==> config.mk <==
export PLATFORM = sky130hd
export DESIGN_NAME = spongent_req_arbiter
export DESIGN_NICKNAME = d
export VERILOG_FILES = /design/src/rtl/spongent_req_arbiter.sv
export SDC_FILE = /design/constraint.sdc
export NUM_CORES = 1
export LEC_CHECK = 0
export CORE_AREA = 2 2 282 284
export DETAILED_ROUTE_END_ITERATION = 7
export DIE_AREA = 0 0 284 286
export DONT_BUFFER_PORTS = 1
export GPL_ROUTABILITY_DRIVEN = 0
export PLACE_DENSITY = 0.36
export REMOVE_ABC_BUFFERS = 1
export SLEW_MARGIN = 20
export SYNTH_ARGS = -nofsm -noshare
export SYNTH_HDL_FRONTEND = slang
export SYNTH_SLANG_ARGS = --single-unit
==> constraint.sdc <==
create_clock -name clk -period 6.8 [get_ports clk]
set_clock_uncertainty 0.2 [all_clocks]
set_input_delay 1.7 -clock clk [delete_from_list [all_inputs] [get_ports clk]]
set_output_delay 1.7 -clock clk [all_outputs]
set_load 0.05 [all_outputs]
==> src/rtl/spongent_req_arbiter.sv <==
// rtl/spongent_req_arbiter.sv - round-robin arbiter sharing one spongent hash core
// Grants one requester per run, sequences core restart, waits for end_hash or watchdog.
module spongent_req_arbiter #(
  parameter int DATA_WIDTH = 64,
  parameter int N          = 256,
  parameter int NUM_REQ    = 2,
  parameter int RST_CYCLES = 2,
  parameter int TIMEOUT    = 4096
) (
  input  logic                            clk,
  input  logic                            rst,
  input  logic [NUM_REQ-1:0]              req_valid,
  input  logic [NUM_REQ*DATA_WIDTH-1:0]   req_msg,
  output logic [NUM_REQ-1:0]              req_ready,
  output logic                            core_rst,
  output logic [DATA_WIDTH-1:0]           core_msg,
  input  logic                            core_end,
  input  logic [N-1:0]                    core_hash,
  output logic                            rsp_valid,
  input  logic                            rsp_ready,
  output logic [$clog2(NUM_REQ)-1:0]      rsp_id,
  output logic [N-1:0]                    rsp_hash,
  output logic                            rsp_err,
  output logic                            busy
);

  localparam int ID_W  = $clog2(NUM_REQ);
  localparam int CNT_W = $clog2(TIMEOUT);
  localparam int RC_W  = $clog2(RST_CYCLES + 1);
  localparam logic [CNT_W-1:0] CNT_LAST = CNT_W'(TIMEOUT - 1);
  localparam logic [RC_W-1:0]  RC_LAST  = RC_W'(RST_CYCLES - 1);

  typedef enum logic [1:0] {IDLE, CORE_RST, RUN, RESP} state_t;

  state_t            state;
  logic [ID_W-1:0]   last;
  logic [ID_W-1:0]   gid;
  logic [ID_W-1:0]   pick;
  logic [ID_W-1:0]   cand;
  logic [RC_W-1:0]   rc;
  logic [CNT_W-1:0]  run_cnt;

  // Walk offsets from farthest to nearest so the requester right after 'last' wins.
  always_comb begin
    pick = '0;
    cand = '0;
    for (int k = NUM_REQ; k >= 1; k--) begin
      cand = ID_W'((int'(last) + k) % NUM_REQ);
      if (req_valid[cand]) pick = cand;
    end
  end

  always_ff @(posedge clk or negedge rst) begin
    if (!rst) begin
      state     <= IDLE;
      last      <= ID_W'(NUM_REQ - 1);
      gid       <= '0;
      rc        <= '0;
      run_cnt   <= '0;
      req_ready <= '0;
      core_rst  <= 1'b1;
      core_msg  <= '0;
      rsp_valid <= 1'b0;
      rsp_id    <= '0;
      rsp_hash  <= '0;
      rsp_err   <= 1'b0;
      busy      <= 1'b0;
    end else begin
      req_ready <= '0;
      case (state)
        IDLE: begin
          if (|req_valid) begin
            req_ready <= {{(NUM_REQ-1){1'b0}}, 1'b1} << pick;
            core_msg  <= req_msg[int'(pick)*DATA_WIDTH +: DATA_WIDTH];
            gid       <= pick;
            rc        <= '0;
            busy      <= 1'b1;
            state     <= CORE_RST;
          end
        end
        CORE_RST: begin
          if (rc == RC_LAST) begin
            core_rst <= 1'b0;
            run_cnt  <= '0;
            state    <= RUN;
          end else begin
            rc <= rc + 1'b1;
          end
        end
        RUN: begin
          // A core_end seen on the first RUN cycle is left over from the previous run.
          if (core_end && run_cnt != '0) begin
            rsp_hash  <= core_hash;
            rsp_err   <= 1'b0;
            rsp_id    <= gid;
            rsp_valid <= 1'b1;
            state     <= RESP;
          end else if (run_cnt == CNT_LAST) begin
            rsp_hash  <= '0;
            rsp_err   <= 1'b1;
            rsp_id    <= gid;
            rsp_valid <= 1'b1;
            state     <= RESP;
          end else begin
            run_cnt <= run_cnt + 1'b1;
          end
        end
        RESP: begin
          if (rsp_ready) begin
            rsp_valid <= 1'b0;
            last      <= gid;
            core_rst  <= 1'b1;
            busy      <= 1'b0;
            state     <= IDLE;
          end
        end
        default: state <= IDLE;
      endcase
    end
  end

endmodule

# Word-level counts from Yosys, hierarchy flattened

Cells that the tools add are included.
Widths: inputs -> output; s select.

Flip-flop bits (word level): 345
Input port bits: 390
Logic and storage cells: 87

Add/sub/neg operators: 4
Order comparisons: 2
Equality and inequality tests: 12
Shifts and indexed selects: 2
Muxes and demuxes: 35
Reduce and logical (&&, ||, !) cells: 19

Operator list:

| kind                  | count |
|---|---|
| $mux 256              | 2 |
| $shiftx 128x8->64     | 1 |
| $mux 12               | 3 |
| $pmux 12 s2           | 1 |
| $mux 2                | 9 |
| $mux 1                | 15 |
| $add 12x1->12 const B | 1 |
| $eq 12x12->1 const B  | 1 |
| $ne 2x2->1 const B    | 6 |
| $reduce_and 3->1      | 4 |
| $reduce_bool 12->1    | 1 |
| $reduce_bool 2->1     | 6 |
| $pmux 2 s4            | 1 |
| $reduce_and 4->1      | 2 |
| $pmux 1 s2            | 3 |
| $reduce_and 2->1      | 3 |
| $eq 2x1->1 const B    | 2 |
| $eq 2x2->1 const B    | 2 |
| $lt 1x2->1 const B    | 2 |
| $pmux 2 s2            | 1 |
| $ne 3x3->1 const B    | 1 |
| $add 1x1->1 const B   | 2 |
| $add 2x1->2 const B   | 1 |
| $logic_not 2->1       | 1 |
| other kinds (3)       | 3 |

# Logic depth before layout (Yosys ltp)

Gate-level depths: netlist of run 1.

Word-level depth: 8
Gate-level depth with buffers: 8

# Worst setup path after synthesis of run 1

Ideal clock, no wire load.

Kind: input-to-reg
From: input req_valid[1]
To: register core_msg[24]
Library setup time: 0.127 ns
Data arrival time: 2.814 ns
Slack: 3.659 ns
Stages: 6
Path through: a21boi_0 > clkbuf_1 > nor2_1 > clkbuf_1 > a222oi_1 > inv_1

Cells in the longest elaborated chain, start to end: 5
Elaborated cells between the ends (all ways): 9

Ends and longest elaborated chain:

| what                                       | line | source |
|---|---|---|
| start, declared                            | 12   | `input logic [NUM_REQ-1:0] req_valid,` |
| $mux 1 (not written as such) (2 in series) | 49   | `if (req_valid[cand]) pick = cand;` |
| $mux 1 (2 in series)                       | 49   |  |
| $shiftx 128x8->64                          | 74   | `core_msg <= req_msg[int'(pick)*DATA_WIDTH +: DATA_WIDTH];` |
| end signal, assigned                       | 74   |  |
| end, declared                              | 16   | `output logic [DATA_WIDTH-1:0] core_msg,` |

Several ways; a longest one is shown, not always the timed one. The select of a mux whose other input is x is not followed.
A chain may end at the register's enable or synchronous reset.

# Worst setup path in the final report of run 1

From: register run_cnt[0]
To: register rsp_hash[231]

Cells in the longest elaborated chain, start to end: 4
Elaborated cells between the ends (all ways): 6

Ends and longest elaborated chain:

| what                               | line | source |
|---|---|---|
| start, declared                    | 41   | `logic [CNT_W-1:0] run_cnt;` |
| start signal, assigned             | 105  | `run_cnt <= run_cnt + 1'b1;` |
| $reduce_bool 12->1                 | 92   | `if (core_end && run_cnt != '0) begin` |
| $logic_and 1x1->1                  | 92   |  |
| $reduce_bool 2->1 (no source line) | --   |  |
| $reduce_and 2->1 (no source line)  | --   |  |
| end signal, assigned               | 93   | `rsp_hash <= core_hash;` |
| end, declared                      | 22   | `output logic [N-1:0] rsp_hash,` |

Several ways; a longest one is shown, not always the timed one.

==> results of run 1 <==
==> cell usage in the layout (no fill, tap or decap), drive strengths merged, types with 3 or more instances in the layout <==
| cell | instances |
|---|---|
| clkinv | 8 |
| clkbuf | 55 |
| a221o | 4 |
| nand3 | 10 |
| a22o | 260 |
| nand2 | 33 |
| a222oi | 40 |
| nor2 | 9 |
| buf | 8 |
| ha | 7 |
| mux2i | 26 |
| mux2 | 3 |
| dfrtp | 343 |
| and3 | 6 |
| diode | 3 |
| nor4 | 6 |
| inv | 52 |
| nand4 | 5 |
| nor3 | 7 |
| o21ai | 32 |
| bufinv | 6 |
==> area by class of cell <==
cell class | count | area [um2]
flip-flops and latches | 345 | 8640
multi-input cells | 481 | 3960
well taps | 1050 | 1310
clock inverters | 19 | 265
inverters | 49 | 184
fillers | 8491 | 62700
clock buffers | 55 | 1190
diodes | 3 | 7.51
repair buffers | 8 | 97.6
==> cell families after synthesis <==
logic type	synth area share
flip-flops	0.659
AO/OA/AOI/OAI	0.234
multiplexers	0.0224
buffers and inverters	0.0421
adder cells (fa/ha/maj)	0.00669
AND/OR/NAND/NOR	0.0358
==> synth_stat cells, drive strengths merged (3+ instances only) <==
library cell	n	area share
a221o	4	0.0031
a222oi	40	0.031
a22o	260	0.17
and3	6	0.0029
buf	42	0.017
clkbuf	40	0.011
dfrtp	343	0.66
ha	7	0.0067
inv	49	0.014
mux2	3	0.0026
mux2i	26	0.020
nand2	33	0.0095
nand3	10	0.0046
nand4	5	0.0029
nor2	9	0.0028
nor3	7	0.0027
nor4	6	0.0043
o21ai	32	0.012
==> worst reg2reg max path, cell delays in order, from the launching register on <==
cell	delay (ns)
dfrtp_1	0.42
inv_1	0.11
ha_1	0.14
nor3b_1	0.52
a31oi_4	0.29
nor2_4	0.65
buf_12	0.52
a22o_1	0.42
==> sequential cells by signal, summed over array words and instances (netlist names), 2 cells and up <==
signal and cells:
rc 2, core_msg 64, run_cnt 12, state 2, req_ready 2, rsp_hash 256
==> metal layers <==
layer  vias to the layer above  global-route usage
met4                         4              0.0334
met5                         -                   0
met2                       452               0.175
li1                       3608                   -
met1                      4554               0.129
met3                        75              0.0347
==> metrics by stage <==
| step | setup WS, ns | TNS [ns] | cells | cell area (um2) |
|---|---|---|---|---|
| after floorplan | -21.26 | -5333.01 | 875 | 12700 |
| after global placement | 3.10 | 0 | 1933 | 14200 |
| after detailed placement | 3.05 | 0 | 1933 | 14200 |
| after CTS | 3.47 | 0 | 2007 | 15600 |
| after global routing | 3.31 | 0 | 2007 | 15600 |
| final | 3.46 | 0 | 2010 | 15700 |
==> worst max path at each step <==
stage                    endpoint  cells after the start  slack, ns       start
floorplan                  rsp_id                      4     -21.26    core_end
global placement     rsp_hash[32]                      5       3.10    core_end
detailed placement  rsp_hash[125]                      5       3.05    core_end
CTS                 rsp_hash[231]                      7       3.47  run_cnt[0]
global route        rsp_hash[161]                      7       3.31  run_cnt[0]
finish              rsp_hash[231]                      7       3.46  run_cnt[0]
==> impl_metrics.toml, run 1 <==
[critical_path]
critPathKind = "reg -> reg"
critPathLaunchType = "flop"
end_kind = "flop"
r2r-start = "run_cnt[0]"
regToRegSetupSlack_ns = 3.46
critPathMaxFanout = 140
crit_family = "simple AND/OR/NAND/NOR gates"
timing.critical_path.cells = "inv_1 > ha_1 > nor3b_1 > a31oi_4 > nor2_4 > buf_12 > a22o_1"
slowest_stage = "nor2_4"
r2r-end = "rsp_hash[231]"
required_ns = 7.08
arrival_ns = 3.63
r2r_cells = 7
crit_buf_inv = 2
critical_path.max_stage_delay_ns = 0.65

[sta]
fin_crit_ns = 3.34
timing.fmax_ghz = 0.299
setup-violations-final = 0
slew_violations = 0
hold_violations = 0
worstMarginPinSlew_ns = 1.34
fin_worst_hold_slack_ns = 0.344
layout_worst_path_cycle_share = 0.492
rsz0062_at_grt = "false"
slew_headroom = 0.109

[detailed_routing]
drt-met1-wl_um = 17900
vias = 8693
drc = 19
antenna_left = 0
top_layer = "met5"
first_pass_iters = 8
wl_per_cell_um = 22.7
dr_wl_met3_um = 3650
drt_wl_total_um = 45700
vias_per_cell = 4.32
wl_met2_um = 23100
detailedRoute.firstIterationViolations = 764

[cts]
cts_made_buffers = 41
cts.sinks = 345
ctsResizeCount = 0
clockBufferDepth = 3
cts_setup_buffers = 0
clk-insertion-delay-late_ns = 0.55
cts.clk_slew.worst_paths_ns = 0.06
htreeDepth = 2
ctsHoldBuffers = 0
root_buffer = "clkbuf_16"
cts_tree = "built"

[die]
die_w_um = 284
die_area_um2 = 81200
row_count = 103
ios = 717
die_h_um = 286
start_util = 0.167
core_area_um2 = 78400

[min_path]
min_path_type = "reg -> reg"
min_path_cells = 1
holdCritStartpoint = "rc[1]"
hold_end = "rc[1]"

[outcome]
run_status = "finished with violations"
failed_checks = "DRC"

[final_layout]
syn_to_final_growth_pct = 19.5
finish.utilization = 0.200
drive_above_1_share = 0.0993
finalNetCount = 1323

[global_route]
grt_start_max_net_pins = 346
grt_pass1_wl_um = 65200
antenna_found_initial = 5
gr-total-overflow = 0
grt_use_total = 0.105
grt_pass1_vias = 8872

[yosys]
synthFlopType = "dfrtp_1"
yosysWarningCount = 0
seq_area_frac_synth = 0.659
synth_area_um2 = 13100
synthCells = 957
ys_seq_elements = 345
synth-edff-count = 0
async_flop_share = 1.00
ys_types = 57
avgSynthCellArea_um2 = 13.7

[flow_run]
maxCapViolations = 0

[placement]
io_buffers = 0
place_hpwl_um = 32700
Power of run 1 is not shown: default switching activity piles up to over one toggle a cycle in this logic, so the estimate is an artifact.
==> run 2: changes to the inputs <==
==> constraint.sdc (replaced) <==
create_clock -name clk -period 3.3 [get_ports clk]
set_clock_uncertainty 0.2 [all_clocks]
set_input_delay 0.825 -clock clk [delete_from_list [all_inputs] [get_ports clk]]
set_output_delay 0.825 -clock clk [all_outputs]
set_load 0.05 [all_outputs]
==> impl_metrics.toml, run 2 (synthesis gave the netlist of run 1 again) <==
[global_route]
grt_pass1_wl_um = 65300
grt_start_max_net_pins = 346
antenna_found_initial = 7
grt_use_total = 0.106
grt_pass1_vias = 8813
gr-total-overflow = 0

[critical_path]
crit_cells = 7
timing.critical_path.cells = "ha_1 > nand3_2 > nor4_2 > nor2_4 > buf_12 > buf_12 > a22o_1"
regToRegSetupSlack_ns = 0.70
crit_path_frequent_cell = "buf_12"
r2r-end = "rsp_hash[244]"
slowest_stage = "nor4_2"
end_kind = "flop"
crit_family = "simple AND/OR/NAND/NOR gates"
critical_path.max_stage_delay_ns = 0.52
endpoint = "rsp_hash[244]"
r2r-start = "run_cnt[1]"
cp-startpoint = "run_cnt[1]"
arrival_ns = 2.84
critPathLaunchType = "flop"
crit_buf_inv = 2
critPathKind = "reg -> reg"
critPathMaxFanout = 56
required_ns = 3.54
r2r_cells = 7

[cts]
clk-insertion-delay-late_ns = 0.55
cts_tree = "built"
cts.clk_slew.worst_paths_ns = 0.06
clockBufferDepth = 3
cts.sinks = 345
cts_made_buffers = 41
htreeDepth = 2
root_buffer = "clkbuf_16"

[detailed_routing]
vias_per_cell = 4.38
drc = 33
first_pass_iters = 8
wl_per_cell_um = 23.0
drt_wl_total_um = 46500
detailedRoute.firstIterationViolations = 818
vias = 8846
antenna_left = 0

[final_layout]
regMostFlops = "rsp_hash"
largest_register_ffs = 256
finish.utilization = 0.201
drive_above_1_share = 0.105
syn_to_final_growth_pct = 20.0
reg_top3 = "rsp_hash (256), core_msg (64), run_cnt (12)"
final_cell_mix = "dfrtp_1, a22o_1, inv_1"
final_common_cell = "dfrtp_1"
finalNetCount = 1333

[die]
core_area_um2 = 78400
ios = 717
die_area_um2 = 81200
row_count = 103
start_util = 0.167
die_w_um = 284
die_h_um = 286

[outcome]
run_status = "finished with violations"
failed_checks = "DRC, hold timing, slew limit"

[sta]
fin_crit_ns = 2.60
timing.fmax_ghz = 0.384
rsz0062_at_grt = "false"
slew_violations = 179
hold_violations = 101
worstMarginPinSlew_ns = 2.02
layout_worst_path_cycle_share = 0.789
fin_worst_hold_slack_ns = -0.234
setup-violations-final = 0
slew_headroom = -0.346

[flow_run]
maxCapViolations = 0

[placement]
io_buffers = 0
place_hpwl_um = 33400

[min_path]
min_path_type = "in -> async"
run 2: cell types whose count changed in the layout (fill, tap and decap cells not counted), sizes merged:
| cell | change |
|---|---|
| diode | -1 |
| inv | -2 |
| clkbuf | +8 |
| bufinv | -4 |
| clkinv | -1 |
| buf | +10 |
run 2: worst min path at each step:
stage               startpoint            to  slack (ns)
detailed placement         gid           gid        0.31
finish                     rst  core_msg[17]       -0.23
floorplan                  gid           gid        0.26
CTS                        rst  core_msg[17]       -0.28
global placement           gid           gid        0.30
global route               rst  core_msg[17]       -0.27
run 2: cell type report:
class	instances	area [um2]
timing repair buffer	18	235
multi-input combinational	481	3960
tap	1050	1310
clock inverter	12	130
antenna	2	5.00
sequential	345	8640
fill	8475	62600
clock buffer	63	1260
inverter	49	184
run 2: layer usage:
| metal | vias to the layer above | routed length, um | global-route usage |
|---|---|---|---|
| met5 | - | 65 | 0 |
| met4 | 10 | 1120 | 0.0338 |
| met3 | 95 | 3950 | 0.0384 |
| met2 | 446 | 23200 | 0.174 |
| met1 | 4672 | 18200 | 0.129 |
| li1 | 3623 | - | - |
run 2: per-stage QoR:
stage	hold WS, ns	instance area [um2]	setup TNS (ns)	setup WS [ns]	std cells
final	-0.234	15700	0	0.695	2020
after global routing	-0.272	15700	0	0.570	2018
after CTS	-0.284	15700	0	0.705	2018
after detailed placement	0.310	14300	0	0.729	1943
after global placement	0.299	14300	0	0.784	1943
after floorplan	0.261	12700	-6288.96	-24.34	875
run 2: what timing repair did:
action / in CTS / in global routing
gates resized for setup: 0 / 0
hold endpoints to repair: 345 / 345
buffers inserted: 0 / 0
Power of run 2 is left out for the same reason.
==> run 3: changes to the inputs <==
==> constraint.sdc (replaced) <==
create_clock -name clk -period 2.62 [get_ports clk]
set_clock_uncertainty 0.2 [all_clocks]
set_input_delay 0.655 -clock clk [delete_from_list [all_inputs] [get_ports clk]]
set_output_delay 0.655 -clock clk [all_outputs]
set_load 0.05 [all_outputs]
==> impl_metrics.toml, run 3 (synthesis gave the netlist of run 1 again) <==
[sta]
rsz0062_at_grt = "false"
tns_ns = 0
timing.fmax_ghz = 0.405
fin_worst_hold_slack_ns = -0.396
slew_headroom = 0.262
layout_worst_path_cycle_share = 0.943
setup-violations-final = 0
worstMarginPinSlew_ns = 1.11
slew_violations = 0
fin_crit_ns = 2.47
fin_ws_ns = 0.150
hold_violations = 345

[placement]
place_hpwl_um = 33200
dp.cells = 1961
io_buffers = 0
dpl_cell_area_um2 = 14500
pre_cts_slack_ns = 0.193

[final_layout]
drive_above_1_share = 0.0990
finalNonFillerCells = 2245
regMostFlops = "rsp_hash"
fillCellCount = 8339
final_cell_mix = "dfrtp_1, a22o_1, dlygate4sd3_1"
syn_to_final_growth_pct = 36.9
finalNetCount = 1560
largest_register_ffs = 256
final_common_cell = "dfrtp_1"
final_area_um2 = 17900
reg_top3 = "rsp_hash (256), core_msg (64), run_cnt (12)"
finish.utilization = 0.229

[die]
row_count = 103
core_area_um2 = 78400
die_h_um = 286
ios = 717
start_util = 0.167
die_area_um2 = 81200
die_w_um = 284

[global_route]
grt_pass1_wl_um = 67700
antenna_found_initial = 7
grt_use_total = 0.108
grt_pass1_vias = 10100
gr-total-overflow = 0
grt_start_max_net_pins = 346

[detailed_routing]
wl_per_cell_um = 20.7
vias = 9633
drc = 42
detailedRoute.firstIterationViolations = 767
first_pass_iters = 8
drt_wl_total_um = 46600
antenna_left = 0
vias_per_cell = 4.29

[critical_path]
r2r-end = "rsp_hash[208]"
r2r_cells = 9
critPathMaxFanout = 67
crit_buf_inv = 4
crit_cells = 9
crit_family = "buffers and inverters"
end_kind = "flop"
critPathKind = "reg -> reg"
slowest_stage = "dfrtp_1"
crit_path_frequent_cell = "buf_12"
critPathLaunchType = "flop"
r2r-start = "run_cnt[0]"
regToRegSetupSlack_ns = 0.15
required_ns = 2.91
critical_path.max_stage_delay_ns = 0.42
arrival_ns = 2.76
timing.critical_path.cells = "inv_1 > ha_1 > nor3b_1 > buf_4 > a31oi_4 > nor2_4 > buf_12 > buf_12 > a22o_1"

[cts]
ctsHoldBuffers = 208
clk-insertion-delay-late_ns = 0.55
root_buffer = "clkbuf_16"
cts_setup_buffers = 0
cts_made_buffers = 42
clockBufferDepth = 3
cts_tree = "built"
htreeDepth = 2
cts.sinks = 345
cts.clk_slew.worst_paths_ns = 0.06

[min_path]
min_path_type = "in -> async"

[outcome]
run_status = "finished with violations"
failed_checks = "DRC, hold timing"

[power_and_ir_drop]
p_leak_nw = 8.18
finalPower_mw = 29.6
power_density_nw_per_um2 = 1650
ir_worst_vdd_mv = 0.708

[flow_run]
maxCapViolations = 0
==> run 3: cell types whose count changed in the layout (fill, tap and decap cells not counted), sizes merged <==
cell,previous run,this run
clkbuf,63,62
buf,18,36
inv,50,49
dlygate4sd3,0,208
diode,2,3
==> run 3: area by class of cell <==
class	instances	area, um2	area share
Tap cell	1050	1310	0.0733
Sequential cell	345	8640	0.482
Inverter	49	184	0.0103
Clock inverter	11	110	0.00614
Timing Repair Buffer	244	2460	0.137
Antenna cell	3	7.51	0.000419
Multi-Input combinational cell	481	3960	0.221
Clock buffer	62	1260	0.0703
==> run 3: metal layers <==
layer / vias up / global-route usage / wire length [um]
met5: - / 0 / 46
met4: 8 / 0.0400 / 1340
met3: 91 / 0.0369 / 3710
met2: 473 / 0.179 / 23200
met1: 4972 / 0.129 / 18300
li1: 4089 / - / -
==> run 3: power by group <==
| part | total, mW | switching (mW) | internal, mW |
|---|---|---|---|
| combinational | 5.55 | 2.61 | 2.94 |
| sequential | 18.2 | 10.6 | 7.61 |
| clock | 5.79 | 2.28 | 3.51 |
==> run 3: repair_timing <==
item                                    in CTS  in global routing
gates resized for setup                      0                  1
endpoints found under the setup margin       0                  1
hold endpoints to repair                   551                345
==> run 3: worst max path at each step <==
stage,startpoint,endpoint,slack (ns)
6_report,run_cnt[0],rsp_hash[208],0.15
5_1_grt,run_cnt[0],rsp_hash[24],0.02
4_1_cts,state[0],core_msg[52],0.14
3_5_place_dp,run_cnt[0],rsp_hash[192],0.19
3_3_place_gp,run_cnt[0],rsp_hash[67],0.19
2_1_floorplan,run_cnt[2],rsp_id,-25.02
==> run 3: worst reg2reg max path: stages, from the launching register on <==
cell     delay (ns)
dfrtp_1        0.42
inv_1          0.11
ha_1           0.16
nor3b_1        0.21
buf_4          0.18
a31oi_4        0.14
nor2_4         0.23
buf_12         0.18
buf_12         0.29
a22o_1         0.30
Power figures use the tool's default switching activity.
